==> src/rtl/snes_ppu_regs_pkg.sv <==
// Shared constants and types for the SNES PPU register snooper:
// B-bus register addresses, reset values and frame-timing reference counts.
package snes_ppu_regs_pkg;

    localparam logic [7:0] ADDR_INIDISP = 8'h00;
    localparam logic [7:0] ADDR_BGMODE  = 8'h05;
    localparam logic [7:0] ADDR_M7SEL   = 8'h1A;
    localparam logic [7:0] ADDR_SETINI  = 8'h33;

    localparam logic [3:0] RST_BRIGHTNESS = 4'hF;
    localparam logic [2:0] RST_BGMODE     = 3'd0;
    localparam logic [8:0] RST_LINE_COUNT = 9'd0;

    localparam int unsigned NTSC_LINES = 262;
    localparam int unsigned PAL_LINES  = 312;

    localparam logic [8:0] LINE_COUNT_MAX = 9'd511;

    typedef enum logic [2:0] {
        REG_INIDISP,
        REG_BGMODE,
        REG_M7SEL,
        REG_SETINI,
        REG_OTHER
    } ppu_reg_e;

    typedef struct packed {
        logic pseudo_hires;
        logic overscan;
        logic interlace;
    } setini_t;

    localparam setini_t RST_SETINI = '{pseudo_hires: 1'b0, overscan: 1'b0, interlace: 1'b0};

    function automatic ppu_reg_e decode_addr(input logic [7:0] addr);
        ppu_reg_e r;
        case (addr)
            ADDR_INIDISP: r = REG_INIDISP;
            ADDR_BGMODE:  r = REG_BGMODE;
            ADDR_M7SEL:   r = REG_M7SEL;
            ADDR_SETINI:  r = REG_SETINI;
            default:      r = REG_OTHER;
        endcase
        return r;
    endfunction

endpackage

==> src/rtl/sync_edge_det.sv <==
// N-stage synchroniser with registered rise/fall pulses aligned to the
// first cycle the synchronised level shows the new value.
module sync_edge_det #(
    parameter int unsigned N       = 2,
    parameter logic        RST_VAL = 1'b0
) (
    input  logic clk_i,
    input  logic rst_i,
    input  logic async_i,
    output logic sync_o,
    output logic rise_o,
    output logic fall_o
);

    logic [N:1] pipe_q;
    logic [N:1] vld_q;
    logic [N:0] pipe_w;
    logic [N:0] vld_w;
    logic       rise_q;
    logic       fall_q;

    assign pipe_w = {pipe_q, async_i};
    assign vld_w  = {vld_q, 1'b1};

    // vld_q marks stages holding real samples, so the reset fill value can
    // never be mistaken for an edge against the first real sample.
    always_ff @(posedge clk_i) begin
        if (rst_i) begin
            pipe_q <= {N{RST_VAL}};
            vld_q  <= '0;
            rise_q <= 1'b0;
            fall_q <= 1'b0;
        end else begin
            pipe_q <= pipe_w[N-1:0];
            vld_q  <= vld_w[N-1:0];
            rise_q <= vld_q[N] &  pipe_w[N-1] & ~pipe_w[N];
            fall_q <= vld_q[N] & ~pipe_w[N-1] &  pipe_w[N];
        end
    end

    assign sync_o = pipe_q[N];
    assign rise_o = rise_q;
    assign fall_o = fall_q;

endmodule

==> src/rtl/ppu_reg_snoop.sv <==
// Passive B-bus snooper keeping shadow PPU registers for the scaler/OSD
// stage, plus frame timing (line count, PAL detect, field, frame start).
module ppu_reg_snoop
    import snes_ppu_regs_pkg::*;
#(
    parameter int unsigned SYNC_STAGES        = 2,
    parameter int unsigned PAL_LINE_THRESH    = 287,
    parameter bit          OVERSCAN_AT_VBLANK = 1'b1
) (
    input  logic       CLK_i,
    input  logic       RST_i,
    input  logic       PAWR_n_i,
    input  logic [7:0] PADDRESS_i,
    input  logic [7:0] DATA_i,
    input  logic       VBLANK_i,
    input  logic       HBLANK_i,
    output logic [3:0] brightness_o,
    output logic       force_blank_o,
    output logic [2:0] bgmode_o,
    output logic       mode7_over_o,
    output logic       overscan_o,
    output logic       interlace_o,
    output logic       pseudo_hires_o,
    output logic       field_o,
    output logic       pal_o,
    output logic [8:0] line_count_o,
    output logic       frame_start_o,
    output logic       wr_strobe_o
);

    localparam logic [8:0] PAL_THRESH = 9'(PAL_LINE_THRESH);

    logic pawr_sync, pawr_rise, pawr_fall;
    logic vb_sync, vb_rise, vb_fall;
    logic hb_sync, hb_rise, hb_fall;
    logic unused_ok;

    sync_edge_det #(.N(SYNC_STAGES), .RST_VAL(1'b1)) u_pawr_sync (
        .clk_i(CLK_i), .rst_i(RST_i), .async_i(PAWR_n_i),
        .sync_o(pawr_sync), .rise_o(pawr_rise), .fall_o(pawr_fall)
    );

    sync_edge_det #(.N(SYNC_STAGES), .RST_VAL(1'b0)) u_vblank_sync (
        .clk_i(CLK_i), .rst_i(RST_i), .async_i(VBLANK_i),
        .sync_o(vb_sync), .rise_o(vb_rise), .fall_o(vb_fall)
    );

    sync_edge_det #(.N(SYNC_STAGES), .RST_VAL(1'b0)) u_hblank_sync (
        .clk_i(CLK_i), .rst_i(RST_i), .async_i(HBLANK_i),
        .sync_o(hb_sync), .rise_o(hb_rise), .fall_o(hb_fall)
    );

    assign unused_ok = &{1'b0, vb_fall, hb_sync, hb_fall};

    logic [SYNC_STAGES-1:0][15:0] bus_pipe_q;
    logic [15:0] bus_aligned;

    always_ff @(posedge CLK_i) begin
        if (RST_i) begin
            bus_pipe_q <= '0;
        end else begin
            bus_pipe_q[0] <= {PADDRESS_i, DATA_i};
            for (int unsigned i = 1; i < SYNC_STAGES; i++) begin
                bus_pipe_q[i] <= bus_pipe_q[i-1];
            end
        end
    end

    assign bus_aligned = bus_pipe_q[SYNC_STAGES-1];

    logic [15:0] hold_q, hold_d;
    logic        armed_q, armed_d;
    logic [3:0]  bright_q, bright_d;
    logic        fb_q, fb_d;
    logic [2:0]  bgmode_q, bgmode_d;
    logic        m7_over_q, m7_over_d;
    setini_t     pend_q, pend_d;
    setini_t     setini_q, setini_d;
    logic        field_q, field_d;
    logic        pal_q, pal_d;
    logic [8:0]  line_count_q, line_count_d;
    logic [8:0]  cnt_q, cnt_d;
    logic        frame_start_q, frame_start_d;
    logic        wr_strobe_q, wr_strobe_d;

    logic        commit;
    logic [7:0]  wdata;
    setini_t     setini_new;

    always_comb begin
        hold_d        = hold_q;
        armed_d       = armed_q;
        bright_d      = bright_q;
        fb_d          = fb_q;
        bgmode_d      = bgmode_q;
        m7_over_d     = m7_over_q;
        pend_d        = pend_q;
        setini_d      = setini_q;
        field_d       = field_q;
        pal_d         = pal_q;
        line_count_d  = line_count_q;
        cnt_d         = cnt_q;
        frame_start_d = 1'b0;
        wr_strobe_d   = 1'b0;

        wdata      = hold_q[7:0];
        setini_new = '{pseudo_hires: wdata[3], overscan: wdata[2], interlace: wdata[0]};

        // A commit needs a falling edge seen since reset, so a write that was
        // already in flight when reset hit is discarded on its rising edge.
        commit = pawr_rise & armed_q;

        if (!pawr_sync) begin
            hold_d = bus_aligned;
        end
        if (pawr_fall) begin
            armed_d = 1'b1;
        end

        if (commit) begin
            armed_d     = 1'b0;
            wr_strobe_d = 1'b1;
            case (decode_addr(hold_q[15:8]))
                REG_INIDISP: begin
                    bright_d = wdata[3:0];
                    fb_d     = wdata[7];
                end
                REG_BGMODE: bgmode_d  = wdata[2:0];
                REG_M7SEL:  m7_over_d = wdata[7] & ~wdata[6];
                REG_SETINI: begin
                    pend_d = setini_new;
                    if (!OVERSCAN_AT_VBLANK) begin
                        setini_d = setini_new;
                    end
                end
                default: ;
            endcase
        end

        if (vb_rise) begin
            // pend_d already carries a same-cycle $33 commit (pending bypass)
            if (OVERSCAN_AT_VBLANK) begin
                setini_d = pend_d;
            end
            field_d       = setini_d.interlace ? ~field_q : 1'b0;
            line_count_d  = cnt_q;
            pal_d         = (cnt_q > PAL_THRESH);
            cnt_d         = '0;
            frame_start_d = 1'b1;
        end else if (hb_rise && !vb_sync && (cnt_q != LINE_COUNT_MAX)) begin
            cnt_d = cnt_q + 9'd1;
        end
    end

    always_ff @(posedge CLK_i) begin
        if (RST_i) begin
            hold_q        <= '0;
            armed_q       <= 1'b0;
            bright_q      <= RST_BRIGHTNESS;
            fb_q          <= 1'b0;
            bgmode_q      <= RST_BGMODE;
            m7_over_q     <= 1'b0;
            pend_q        <= RST_SETINI;
            setini_q      <= RST_SETINI;
            field_q       <= 1'b0;
            pal_q         <= 1'b0;
            line_count_q  <= RST_LINE_COUNT;
            cnt_q         <= '0;
            frame_start_q <= 1'b0;
            wr_strobe_q   <= 1'b0;
        end else begin
            hold_q        <= hold_d;
            armed_q       <= armed_d;
            bright_q      <= bright_d;
            fb_q          <= fb_d;
            bgmode_q      <= bgmode_d;
            m7_over_q     <= m7_over_d;
            pend_q        <= pend_d;
            setini_q      <= setini_d;
            field_q       <= field_d;
            pal_q         <= pal_d;
            line_count_q  <= line_count_d;
            cnt_q         <= cnt_d;
            frame_start_q <= frame_start_d;
            wr_strobe_q   <= wr_strobe_d;
        end
    end

    assign brightness_o   = bright_q;
    assign force_blank_o  = fb_q;
    assign bgmode_o       = bgmode_q;
    assign mode7_over_o   = (bgmode_q == 3'd7) & m7_over_q;
    assign overscan_o     = setini_q.overscan;
    assign interlace_o    = setini_q.interlace;
    assign pseudo_hires_o = setini_q.pseudo_hires;
    assign field_o        = field_q;
    assign pal_o          = pal_q;
    assign line_count_o   = line_count_q;
    assign frame_start_o  = frame_start_q;
    assign wr_strobe_o    = wr_strobe_q;

endmodule
==> config.mk <==
export PLATFORM = sky130hd
export DESIGN_NAME = ppu_reg_snoop
export DESIGN_NICKNAME = d
export VERILOG_FILES = /design/src/rtl/snes_ppu_regs_pkg.sv /design/src/rtl/sync_edge_det.sv /design/src/rtl/ppu_reg_snoop.sv
export SDC_FILE = /design/constraint.sdc
export NUM_CORES = 1
export LEC_CHECK = 0
export BUFFER_PORTS_ARGS = -buffer_cell sky130_fd_sc_hd__buf_2
export CORE_MARGIN = 2
export CORE_UTILIZATION = 55
export DETAILED_ROUTE_END_ITERATION = 6
export HOLD_SLACK_MARGIN = 0.05
export MAX_ROUTING_LAYER = met4
export PLACE_DENSITY = 0.87
export SLEW_MARGIN = 20
export SYNTH_ARGS = -nofsm -noshare
export SYNTH_HDL_FRONTEND = slang
export SYNTH_SLANG_ARGS = --single-unit
==> constraint.sdc <==
create_clock -name CLK_i -period 2.9 [get_ports CLK_i]
set_input_delay 0.58 -clock CLK_i [delete_from_list [all_inputs] [get_ports CLK_i]]
set_output_delay 0.58 -clock CLK_i [all_outputs]
set_load 0.02 [all_outputs]
# Yosys cells after proc, flatten, opt, wreduce, memory -nomap -nowiden

Index checks and enable logic that the tools add are counted.

Reductions and logical operators: 10
Order comparisons: 1
Muxes and demuxes: 11
Equal/unequal tests: 8
Add/subtract/negate cells: 1
Bitwise operators: 17

Operators with widths:

| operator            | number |
|---|---|
| $mux 3              | 4 |
| $pmux 3 s4          | 1 |
| $and 1x1->1         | 11 |
| $add 9x1->9 const B | 1 |
| $gt 9x9->1 const B  | 1 |
| $ne 9x9->1 const B  | 1 |
| $eq 8x3->1 const B  | 1 |
| $eq 8x5->1 const B  | 1 |
| $eq 8x6->1 const B  | 1 |
| $logic_not 8->1     | 1 |
| $eq 3x2->1 const B  | 2 |
| $mux 1              | 6 |
| $not 1->1           | 6 |
| $reduce_and 2->1    | 3 |
| $reduce_or 2->1     | 2 |
| $eq 3x1->1 const B  | 1 |
| $eq 3x3->1 const B  | 1 |
| $logic_not 3->1     | 1 |
| $logic_and 1x1->1   | 2 |
| $logic_not 1->1     | 1 |

Logic and storage cells: 81
Register bits after elaboration: 102
Input port bits: 21
Output and inout bits: 25

# Longest topological paths before layout

Gate-level depths: netlist of run 1.

Depth after elaboration: 8
Gate-level depth with buffers: 9
Gate-level depth less buffers: 8

# Hierarchy

A second synthesis of run 1 with hierarchy kept.

Cell total of the unflattened synthesis: 302
Area total of the unflattened synthesis: 3,279.4 µm²

By module, submodules not included:

| module                             | times used | sequential area each (µm²) | area each (µm²) | cells an instance |
|---|---|---|---|---|
| ppu_reg_snoop                      | 1          | 1,601.5                    | 2,758.9         | 266 |
| sync_edge_det at u_hblank_sync ... | 2          | 120.1                      | 175.2           | 12 |
| sync_edge_det at u_pawr_sync       | 1          | 120.1                      | 170.2           | 12 |

# Least setup slack after synthesis of run 1

No wires, ideal clock.

Path type: reg-to-reg
From: reg cnt_q[0]
To: reg cnt_q[7]
Required time: 2.774 ns
Stages on the path, launching flop included: 10
Arrival: 1.971 ns
Path buffers: 1
Period minus slack after synthesis: 2.097 ns
Slack: 0.803 ns
Setup time: 0.126 ns
Cells stage by stage: dfxtp_1 ha_1 nand2_1 nor3_1 ha_1 or3b_2 clkbuf_1 nor4_1 xnor2_1 nor2_1

Word-level cells in the longest chain between the ends: 2
Elaborated cells on any way between the ends: 3
Those cells by class: add/sub: 1; eq/ne: 1; reduce/logical: 1

Ends and longest elaborated chain:

| item                                                | RTL line             | source |
|---|---|---|
| start: declaration                                  | ppu_reg_snoop.sv:82  | `logic [8:0] cnt_q, cnt_d;` |
| start signal: assignment                            | ppu_reg_snoop.sv:183 | `cnt_q <= cnt_d;` |
| branches (longest 2 deep; another with $add 9x1->9) | --                   |  |

Parallel ways; which one is timed is not known.
A chain may end at the register's enable or synchronous reset.

# Final worst setup path of run 1

Ends and elaborated chain as after synthesis.

==> metrics.md, run 1 <==
| Metric | Value |
|---|---|
| Status | finished, final reports clean |
| Critical path arrival | between 2000 and 2500 ps |
| Final TNS setup | 0 ps |
| Syn avg cell area | 10.7 sq um |
| RSZ-0062 raised after global routing | no |
| First-pass GRT wire length | 8450 microns |
| Cell taking the most area after synthesis | dfxtp_1 |
| Leakage | 1.53 nW |
| Final max-slew violation count | 0 |
| Cts repair resizes | 0 |
| Starting DRT DRC Count | 106 |
| Post-synthesis register bit count | 92 |
| Seq/Total Area, Yosys | about three fifths |
| Area Overhead vs Synth | 15.0% |
| Setup-failing EPs final | 0 |
| Synth cell types | 34 |
| Hold_ws | between 400 and 500 ps |
| Worst slew pin tran | between 800 and 900 ps |
| CTS tree | built |
| Power, Total | 2.24 mW |
| Crit path largest cell delay | 530 ps |
| Core area | about 5500 sq um |
| CTS sink count | 92 |
| Power density relative to cell area | roughly 630 nW/um^2 |
| Largest net degree at the start of global routing | 48 |
| Share of cells above drive strength 1 | a little under 20% |
| Cell with the most instances on the worst path | ha_1 |
| Hold buffers post-CTS | 0 |
| Initial antenna violation count | 0 |
| Clock latency on the worst-skew pair | 340 ps |
| Worst VDD drop | 0.000394 V |
| Mux cell area share after synthesis | 11.3% |
| Total congestion overflow | 0 |
| Vias post-DR | 2002 |
| RD Place Congestion | 0.851 |
| Detailed Place HPWL | 3380 microns |
| Fin worst setup slack | 744 ps |
| Worst-path cell chain | ha_1 > nand2_1 > nor3_1 > ha_1 > or3b_2 > nor4_1 > xnor2_1 > nor2_1 |
| CP Class | flop to flop |
| Crit. Startpoint | cnt_q[0]$_SDFFE_PP0P_ |
| Simple-gate share of the synthesized area | a little over a fifth |
| Slowest CP cell | or3b_2 |
| Tcrit/Tclk final | 74.4% |
| F_max | roughly 460 MHz |
| DP Area | ~3300 sq um |
| DR vias/cell | 4.96 |
| RR Startpoint | cnt_q[0]$_SDFFE_PP0P_ |
| Period minus WS final | 2160 ps |
| Setup Buffers After CTS | 0 |
| Global Route Usage Sum | 18.2% |
| Post-Synth Adder-Cell Area | 0.810% |
| Number of synthesized flops with an enable pin | 0 |
| Ant. Diodes | 0 |
| Fill count | 436 |
| Ys async rst share | 0% |
| Main synth FF type | dfxtp_1 |
| CP max FO | 7 |
| MaxCap Viol Count | 0 |
| Root buf cell | clkbuf_8 |
| Vias in the first global route | 1858 |
| Mapped Cells | 288 |
| Die H | 79.0 microns |
| Main area contributors after synthesis | dfxtp_1, mux2i_1, nor2b_1 |
| Net count after synthesis | approximately 310 |
| Reg-to-reg setup timing slack | 740 ps |
| Post-place setup slack | approximately 760 ps |
| Per-cell routed wire length | 12.6 microns |
| Final Hold Viols | 0 |
| Complex-gate fraction of the synthesized area | around 2.3% |
| Clk_skew | between 9 and 10 ps |
| Synthesized cell area | 3090 sq um |
| Die width | 79.0 microns |
| Initial core utilization | between 50% and 60% |
| Row cnt | 27 |
| CP Launch Type | flop |
| Die area | between 6000 and 7000 sq um |
| Slew headroom | 40.4% |
| Finished Core Util | 65.0% |
| Clk slew on worst S/H paths | 80 ps |
| Detailed Route WL | between 5000 and 6000 microns |
| Yosys warning count | 0 |
| Inserted Clock Buffers | 9 |
| Top-count cell post-synth | dfxtp_1 |
| Synth top area share | 59.6% |
| Worst Path Required | 3130 ps |
| H-tree depth | 3 |
| Post-synth top cells | dfxtp_1, nor2_1, mux2i_1, nor2b_1, nand2_1 |
| Post-Layout Cell Count | 404 |
| Final #Nets | 350 |
| DRC viols | 0 |
| Main combinational cell family by area after synthesis | simple AND/OR/NAND/NOR gates |
| Post-Synth XOR/XNOR Area | 1.70% |
| Ports | 46 |
| Post-route cell area | 3550 sq um |
| Pre-antenna DRT Iters | 4 |
| Post-route ant nets | 0 |
| Max clock buf depth | 2 |
| Hold Path Class | input port to flop |
| Placed cells | 388 |
| Port Buffers | 43 |
| Crit path capture type | flop |
| Worst hold start | PAWR_n_i |
critical path: cells and delay by family (launching register included):
kind,cells,cell delay [ps]
XOR/XNOR,1,160
adder cells (fa/ha/maj),2,450
flip-flops,1,360
AND/OR/NAND/NOR,5,1100
layout by cell type (no fill, tap or decap), types with 2 or more instances in the layout:
cell,count
dfxtp_1,92
nor2_1,43
buf_2,43
nor2b_1,35
mux2i_1,35
nand2_1,16
clkbuf_8,12
nor3_1,4
xnor2_1,4
inv_1,3
o21ai_0,3
nand2b_1,3
a211oi_1,3
or2_2,3
a21oi_1,3
nand3_1,2
or4_1,2
nor4_1,2
nor4bb_1,2
and3b_1,2
xor2_1,2
ha_1,2
state kept, by name (all words and copies together) (netlist names), 2 cells and up:
signal and cells:
bgmode_o 3, brightness_o 4, bus_aligned 14, bus_pipe_q 14, cnt_q 9, hold_q 14, line_count_o 9, pend_q 3
u_hblank_sync.pipe_q 2, u_pawr_sync.pipe_q 2, u_vblank_sync.pipe_q 2
final cells by class:
cell class                 instances  area (sq um)  area share (%)
clock buffer                      13           169            4.75
clock inverter                     3          43.8            1.23
inverter                           3          11.3           0.317
multi-input combinational        177          1180            33.1
sequential                        92          1840            51.8
tap                               72          90.1            2.53
timing repair buffer              44           223            6.27
worst paths after layout:
path,end,cells past startpoint
worst max-delay path,cnt_q[7]$_SDFFE_PP0P_,8
worst min-delay path,u_pawr_sync.pipe_q[1]$_SDFF_PP1_,2
worst max register to register,cnt_q[7]$_SDFFE_PP0P_,8
worst min register to register,bus_aligned[12]$_SDFF_PP0_,1
routing by layer:
layer / routed length (microns) / track usage [%] / vias to the layer above / share of wire, %
met2: 2380 / 28.5 / 50 / 47
met3: 179 / 4.32 / 15 / 3.5
met4: 155 / 10.9 / 0 / 3.1
li1: - / - / 1027 / -
met5: 0 / - / - / 0
met1: 2360 / 21.4 / 910 / 47
where the power goes:
part,leakage [nW],switching (mW),internal [mW]
Combinational,0.667,0.0315,0.0327
Clock,0.110,0.396,0.470
Sequential,0.750,0.0155,1.29
logic make-up after synthesis:
logic type               after synthesis
multiplexers                          35
XOR/XNOR                               6
AND/OR/NAND/NOR                      123
AO/OA/AOI/OAI                         11
buffers and inverters                 19
flip-flops                            92
adder cells (fa/ha/maj)                2
No activity file was read; power rests on OpenSTA's default activity.
==> run 2: changes to the inputs <==
ABC_AREA = 1   (was not set)
clock period = 2.15 ns   (was 2.9 ns; I/O delays follow)
==> metrics.md, run 2 <==
| Metric | Value |
|---|---|
| Vias in the first global route | 2192 (+18%) |
| Largest net degree at the start of global routing | 46 (-4.2%) |
| Worst Path Required | 2400 ps (-730 ps) |
| Final #Nets | 450 (+29%) |
| Initial antenna violation count | 0 (unchanged) |
| Net count after synthesis | 407 (+31%) |
| RD Place Congestion | 0.852 (about the same) |
| Post-synthesis register bit count | 92 (unchanged) |
| Share of cells above drive strength 1 | 18.8% (-1.1 points) |
| Row cnt | 27 (unchanged) |
| Psw | 0.673 mW (+52%) |
| Ant. Diodes | 0 (unchanged) |
| Die area | 6380 sq um (+2.3%) |
| Root buf cell | clkbuf_8 |
| Inserted Clock Buffers | 9 (unchanged) |
| Max clock buf depth | 2 (unchanged) |
| Synthesized cell area | 3170 sq um (+2.5%) |
| Synth top area share | 58.2% (-1.4 points) |
| Switch share | 20.3% (+0.52 points) |
| CTS tree | built |
| Commonest non-fill, non-tap cell in the layout | dfxtp_1 |
| MaxCap Viol Count | 0 (unchanged) |
| CP Launch Type | flop |
| Cts repair resizes | 0 (unchanged) |
| Starting DRT DRC Count | 98 (-7.5%) |
| Vias post-DR | 2359 (+18%) |
| Worst VDD drop | 0.000712 V (+80%) |
| First-pass GRT wire length | 9100 microns (+7.7%) |
| H-tree depth | 3 (unchanged) |
| CTS sink count | 92 (unchanged) |
| Final TNS setup | 0 ps (unchanged) |
| Port Buffers | 43 (unchanged) |
| Die H | 79.9 microns (+1.2%) |
| Syn avg cell area | 8.25 sq um (-23%) |
| Hold Path Class | input port to flop |
| Seq pwr share | 53.6% (-4.8 points) |
| Initial core utilization | 57.2% (+0.69 points) |
| Final max-slew violation count | 0 (unchanged) |
| Cell taking the most area after synthesis | dfxtp_1 |
| Synth cell types | 25 (-26%) |
| Post-route ant nets | 0 (unchanged) |
| Clock latency on the worst-skew pair | 350 ps (about the same) |
| Multi-input logic area | 1020 sq um (-13%) |
| Core area | 5540 sq um (+1.2%) |
| Power, Total | 3.31 mW (+48%) |
| Tcrit/Tclk final | 80.9% (+6.6 points) |
| Period minus WS final | 1740 ps (-417 ps) |
| Commonest cells after routing, fill and taps aside | dfxtp_1, nand2_1, inv_1 |
| Leakage | 1.71 nW (+12%) |
| Post-route cell area | 3680 sq um (+3.5%) |
| Yosys warning count | 0 (unchanged) |
| Number of synthesized flops with an enable pin | 0 (unchanged) |
| Per-cell routed wire length | 10.4 microns (-17%) |
| DP Area | 3420 sq um (+2.4%) |
| Detailed Route WL | 5270 microns (+3.7%) |
| Setup Buffers After CTS | 0 (unchanged) |
| CP max FO | 9 (+2) |
| F_max | 575 MHz (+24%) |
| DR vias/cell | 4.68 (-5.5%) |
| Top-count cell post-synth | dfxtp_1 |
| Main area contributors after synthesis | dfxtp_1, nand2_1, inv_1 |
| FF+latch area | 1840 sq um (unchanged) |
| DRC viols | 0 (unchanged) |
| Fill count | 444 (+1.8%) |
| CP Class | flop to flop |
| Clk_skew | 9.42 ps (+0.275 ps) |
| Worst slew pin tran | 813 ps (-80.4 ps) |
| Total congestion overflow | 0 (unchanged) |
| Ports | 46 (unchanged) |
| RSZ-0062 raised after global routing | no |
| Slew headroom | 45.7% (+5.4 points) |
| Global Route Usage Sum | 19.0% (+0.84 points) |
| Die width | 79.9 microns (+1.2%) |
| Clock share of power | 42.7% (+4.0 points) |
| Combinational share of power | 3.7% (+0.8 points) |
| Main synth FF type | dfxtp_1 |
| Power density relative to cell area | 899 nW/um^2 (+43%) |
| Final Hold Viols | 0 (unchanged) |
| Area Overhead vs Synth | 16.2% |
| Status | finished, final reports clean |
| Setup-failing EPs final | 0 (unchanged) |
| Crit path capture type | flop |
| Ys async rst share | 0% (unchanged) |
| Pre-antenna DRT Iters | 4 (unchanged) |
| Detailed Place HPWL | 3630 microns (+7.4%) |
| Mapped Cells | 384 (+33%) |
| Seq/Total Area, Yosys | 58.2% (-1.4 points) |
| Post-synth top cells | dfxtp_1, nand2_1, inv_1 |
| Pint | 2.63 mW (+47%) |
| Clk slew on worst S/H paths | 90 ps (about the same) |
| Hold buffers post-CTS | 0 (unchanged) |
| Critical path arrival | 1990 ps (-400 ps) |
==> run 2: final cells by class <==
| class | instances | share of cell area, % |
|---|---|---|
| Multi-Input combinational cell | 216 | 27.8 |
| Timing Repair Buffer | 45 | 6.26 |
| Clock inverter | 5 | 2.89 |
| Sequential cell | 92 | 50.1 |
| Clock buffer | 11 | 4.11 |
| Tap cell | 72 | 2.45 |
| Inverter | 63 | 6.43 |
==> run 2: critical path: stages (launching register included) <==
cell and delay, ps:
dfxtp_1 360, ha_1 210, nand2_1 150, nor3_1 80, ha_1 180, inv_1 60
nand2_2 140, nor3_4 170, nand2_1 90, nor3_1 140, nor2_1 60
==> run 2: metrics by stage <==
stage	hold slack [ps]	setup slack (ps)	cells	util, %
2_1_floorplan	374	560	384	-
3_3_place_gp	378	475	488	61.8
3_5_place_dp	392	415	488	61.8
4_1_cts	253	402	504	66.4
5_1_grt	253	188	504	66.4
6_report	268	410	504	66.4
==> run 2: power groups by stage <==
stage | clock [mW] | combinational (mW) | sequential (mW)
after floorplan | 0 | 0.0959 | 1.80
after global placement | 0 | 0.119 | 1.81
after detailed placement | 0 | 0.124 | 1.81
after CTS | 1.43 | 0.125 | 1.77
after global routing | 1.50 | 0.145 | 1.78
final | 1.41 | 0.124 | 1.77
==> run 2: path summary, 6_finish.rpt <==
kind / from / endpoint / slack (ps) / cells past startpoint
setup / recovery: cnt_q[1]$_SDFFE_PP0P_ / cnt_q[7]$_SDFFE_PP0P_ / 410 / 10
hold / removal: PAWR_n_i / u_pawr_sync.pipe_q[1]$_SDFF_PP1_ / 270 / 2
setup reg to reg: cnt_q[1]$_SDFFE_PP0P_ / cnt_q[7]$_SDFFE_PP0P_ / 410 / 10
hold reg to reg: bus_pipe_q[11]$_SDFF_PP0_ / bus_aligned[11]$_SDFF_PP0_ / 400 / 2
==> run 2: cell families (layout without fill, tap and decap cells) <==
group           Yosys count  in the layout  synth area share (%)
compound gates           59             59                  9.64
buf+inv                  76            124                  9.52
simple gates            155            155                  21.9
flops                    92             92                  58.2
fa+ha+maj                 2              2                 0.790
==> run 2: routing by layer <==
layer	global-route usage, %	vias up	part of all wire (%)
met5	-	-	0
met4	10.0	0	2.2
met3	5.20	10	4.5
met2	30.7	55	47
met1	21.6	1016	46
li1	-	1278	-
==> run 3: changes to the inputs <==
clock period = 1.78 ns   (was 2.15 ns; I/O delays follow)
==> metrics.md, run 3 (synthesis gave the netlist of run 2 again) <==
| Metric | Value |
|---|---|
| Area Overhead vs Synth | 16.3% |
| CP max FO | 8 (-1) |
| Pre-antenna DRT Iters | 5 (+1) |
| Initial antenna violation count | 0 (unchanged) |
| DR vias/cell | 4.82 (+3.1%) |
| Die area | 6380 sq um (unchanged) |
| Critical path arrival | 1900 ps (-90 ps) |
| Clk slew on worst S/H paths | 80 ps (about the same) |
| Placed cells | 491 (+0.61%) |
| Vias in the first global route | 2171 (-0.96%) |
| Worst VDD drop | 0.000590 V (-17%) |
| Reg2reg end | cnt_q[7]$_SDFFE_PP0P_ |
| Worst hold start | PAWR_n_i |
| Commonest cells after routing, fill and taps aside | dfxtp_1, nand2_1, inv_1 |
| F_max | 605 MHz (+5.3%) |
| Max clock buf depth | 2 (unchanged) |
| Reg-to-reg setup timing slack | 130 ps (-280 ps) |
| Slew headroom | 58.7% (+13 points) |
| Share of cells above drive strength 1 | 20.2% (+1.4 points) |
| Post-route ant nets | 0 (unchanged) |
| Starting DRT DRC Count | 234 (+140%) |
| Die width | 79.9 microns (unchanged) |
| Die H | 79.9 microns (unchanged) |
| H-tree depth | 3 (unchanged) |
| Hold path endpoint | u_pawr_sync.pipe_q[1]$_SDFF_PP1_ |
| Clk_skew | 8.55 ps (-0.872 ps) |
| Final max-slew violation count | 0 (unchanged) |
| Worst slew pin tran | 618 ps (-195 ps) |
| Ports | 46 (unchanged) |
| Commonest non-fill, non-tap cell in the layout | dfxtp_1 |
| CP Launch Type | flop |
| Hold Path Class | input port to flop |
| Clock latency on the worst-skew pair | 350 ps (about the same) |
| Port Buffers | 43 (unchanged) |
| Max layer used | met4 |
| Met3 routed WL | 289 microns (+21%) |
| Setup-failing EPs final | 0 (unchanged) |
| DP Area | 3440 sq um (+0.66%) |
| Power density relative to cell area | 1010 nW/um^2 (+12%) |
| R2R depth | 10 (unchanged) |
| Vias post-DR | 2451 (+3.9%) |
| Final #Nets | 455 (+1.1%) |
| Period minus WS final | 1650 ps (-87.9 ps) |
| CTS tree | built |
| RD Place Congestion | 0.846 (-0.65%) |
| Hold-critical path depth | 2 (unchanged) |
| Worst Path Required | 2030 ps (-370 ps) |
| Met2 WL post-DR | 2860 microns (+16%) |
| MaxCap Viol Count | 0 (unchanged) |
| Leakage | 1.71 nW (about the same) |
| Status | finished, final reports clean |
| Power, Total | 3.70 mW (+12%) |
| Hold buffers post-CTS | 0 (unchanged) |
| Core area | 5540 sq um (unchanged) |
| Detailed Route WL | 5740 microns (+8.9%) |
| Detailed Place HPWL | 3860 microns (+6.3%) |
| Initial core utilization | 57.2% (unchanged) |
| Final Hold Viols | 0 (unchanged) |
| First-pass GRT wire length | 9240 microns (+1.5%) |
| Root buf cell | clkbuf_8 |
| Crit path capture type | flop |
| DRC viols | 0 (unchanged) |
| Tcrit/Tclk final | 92.8% (+12 points) |
| Per-cell routed wire length | 11.3 microns (+8.1%) |
| Wl on met1 | 2500 microns (+2.7%) |
| Post-Layout Cell Count | 508 (+0.79%) |
| CP Class | flop to flop |
| Ant. Diodes | 0 (unchanged) |
| Inserted Clock Buffers | 9 (unchanged) |
| Largest net degree at the start of global routing | 25 (-46%) |
| Post-route cell area | 3680 sq um (+0.10%) |
| RR Startpoint | cnt_q[0]$_SDFFE_PP0P_ |
| CTS sink count | 92 (unchanged) |
| Total congestion overflow | 0 (unchanged) |
| Global Route Usage Sum | 19.7% (+0.63 points) |
| Row cnt | 27 (unchanged) |
-- run 3: cell types whose count changed in the layout (fill, tap and decap cells not counted) --
cell / previous run / this run
buf_4: 2 / 7
bufinv_16: 3 / 1
clkbuf_1: 0 / 2
dfxtp_1: 92 / 90
dfxtp_2: 0 / 2
clkbuf_8: 11 / 12
clkinvlp_4: 1 / 0
inv_6: 1 / 0
nand2_1: 64 / 63
nand2_4: 0 / 1
nor3_1: 4 / 3
nor3_2: 1 / 2
nor4_1: 4 / 3
nor4_2: 0 / 1
-- run 3: metrics by stage --
stage | worst slack, ps | utilization, % | setup TNS (ps) | hold WS [ps]
2_1_floorplan | 190 | - | 0 | 374
3_3_place_gp | 183 | 62.2 | 0 | 378
3_5_place_dp | 95.4 | 62.2 | 0 | 393
4_1_cts | 59.7 | 65.8 | 0 | 180
5_1_grt | -5.70 | 66.5 | -5.70 | 197
6_report | 128 | 66.5 | 0 | 191
-- run 3: how the worst max path moves through the flow --
stage | from | endpoint | depth (start not counted)
2_1_floorplan | cnt_q[0]$_SDFFE_PP0P_ | cnt_q[7]$_SDFFE_PP0P_ | 10
3_3_place_gp | cnt_q[1]$_SDFFE_PP0P_ | cnt_q[6]$_SDFFE_PP0P_ | 11
3_5_place_dp | cnt_q[1]$_SDFFE_PP0P_ | cnt_q[3]$_SDFFE_PP0P_ | 9
4_1_cts | cnt_q[1]$_SDFFE_PP0P_ | cnt_q[3]$_SDFFE_PP0P_ | 9
5_1_grt | cnt_q[0]$_SDFFE_PP0P_ | cnt_q[7]$_SDFFE_PP0P_ | 11
6_report | cnt_q[0]$_SDFFE_PP0P_ | cnt_q[7]$_SDFFE_PP0P_ | 10
-- run 3: cell type report --
class	instances	area, sq um
well taps	72	90.1
inverters	63	236
flip-flops and latches	92	1840
multi-input cells	216	1040
fillers	433	1860
repair buffers	50	268
clock inverters	1	30.0
clock buffers	14	173
-- run 3: report_power, final --
part	total [mW]	switching, mW	internal, mW
clock	1.40	0.646	0.759
combinational	0.160	0.101	0.0587
sequential	2.14	0.0264	2.11
total	3.70	0.773	2.93
-- run 3: critical path: stages (launching register included) --
cell	delay [ps]
dfxtp_2	350
ha_1	210
nand2_1	90
nor3_1	60
ha_1	170
inv_1	80
nand2_4	100
nor3_4	240
nand2_2	90
nor3_2	100
nor2_1	60
-- run 3: repair_timing --
action                                  CTS  global route
setup buffers                             0             2
endpoints found under the hold margin     0             0
gates resized for setup                   0             6
endpoints found under the setup margin    0             8
-- run 3: layer usage --
layer	up-vias	global-route usage (%)
li1	1280	-
met1	1092	22.0
met2	70	31.5
met3	9	4.75
met4	0	12.4
met5	-	-
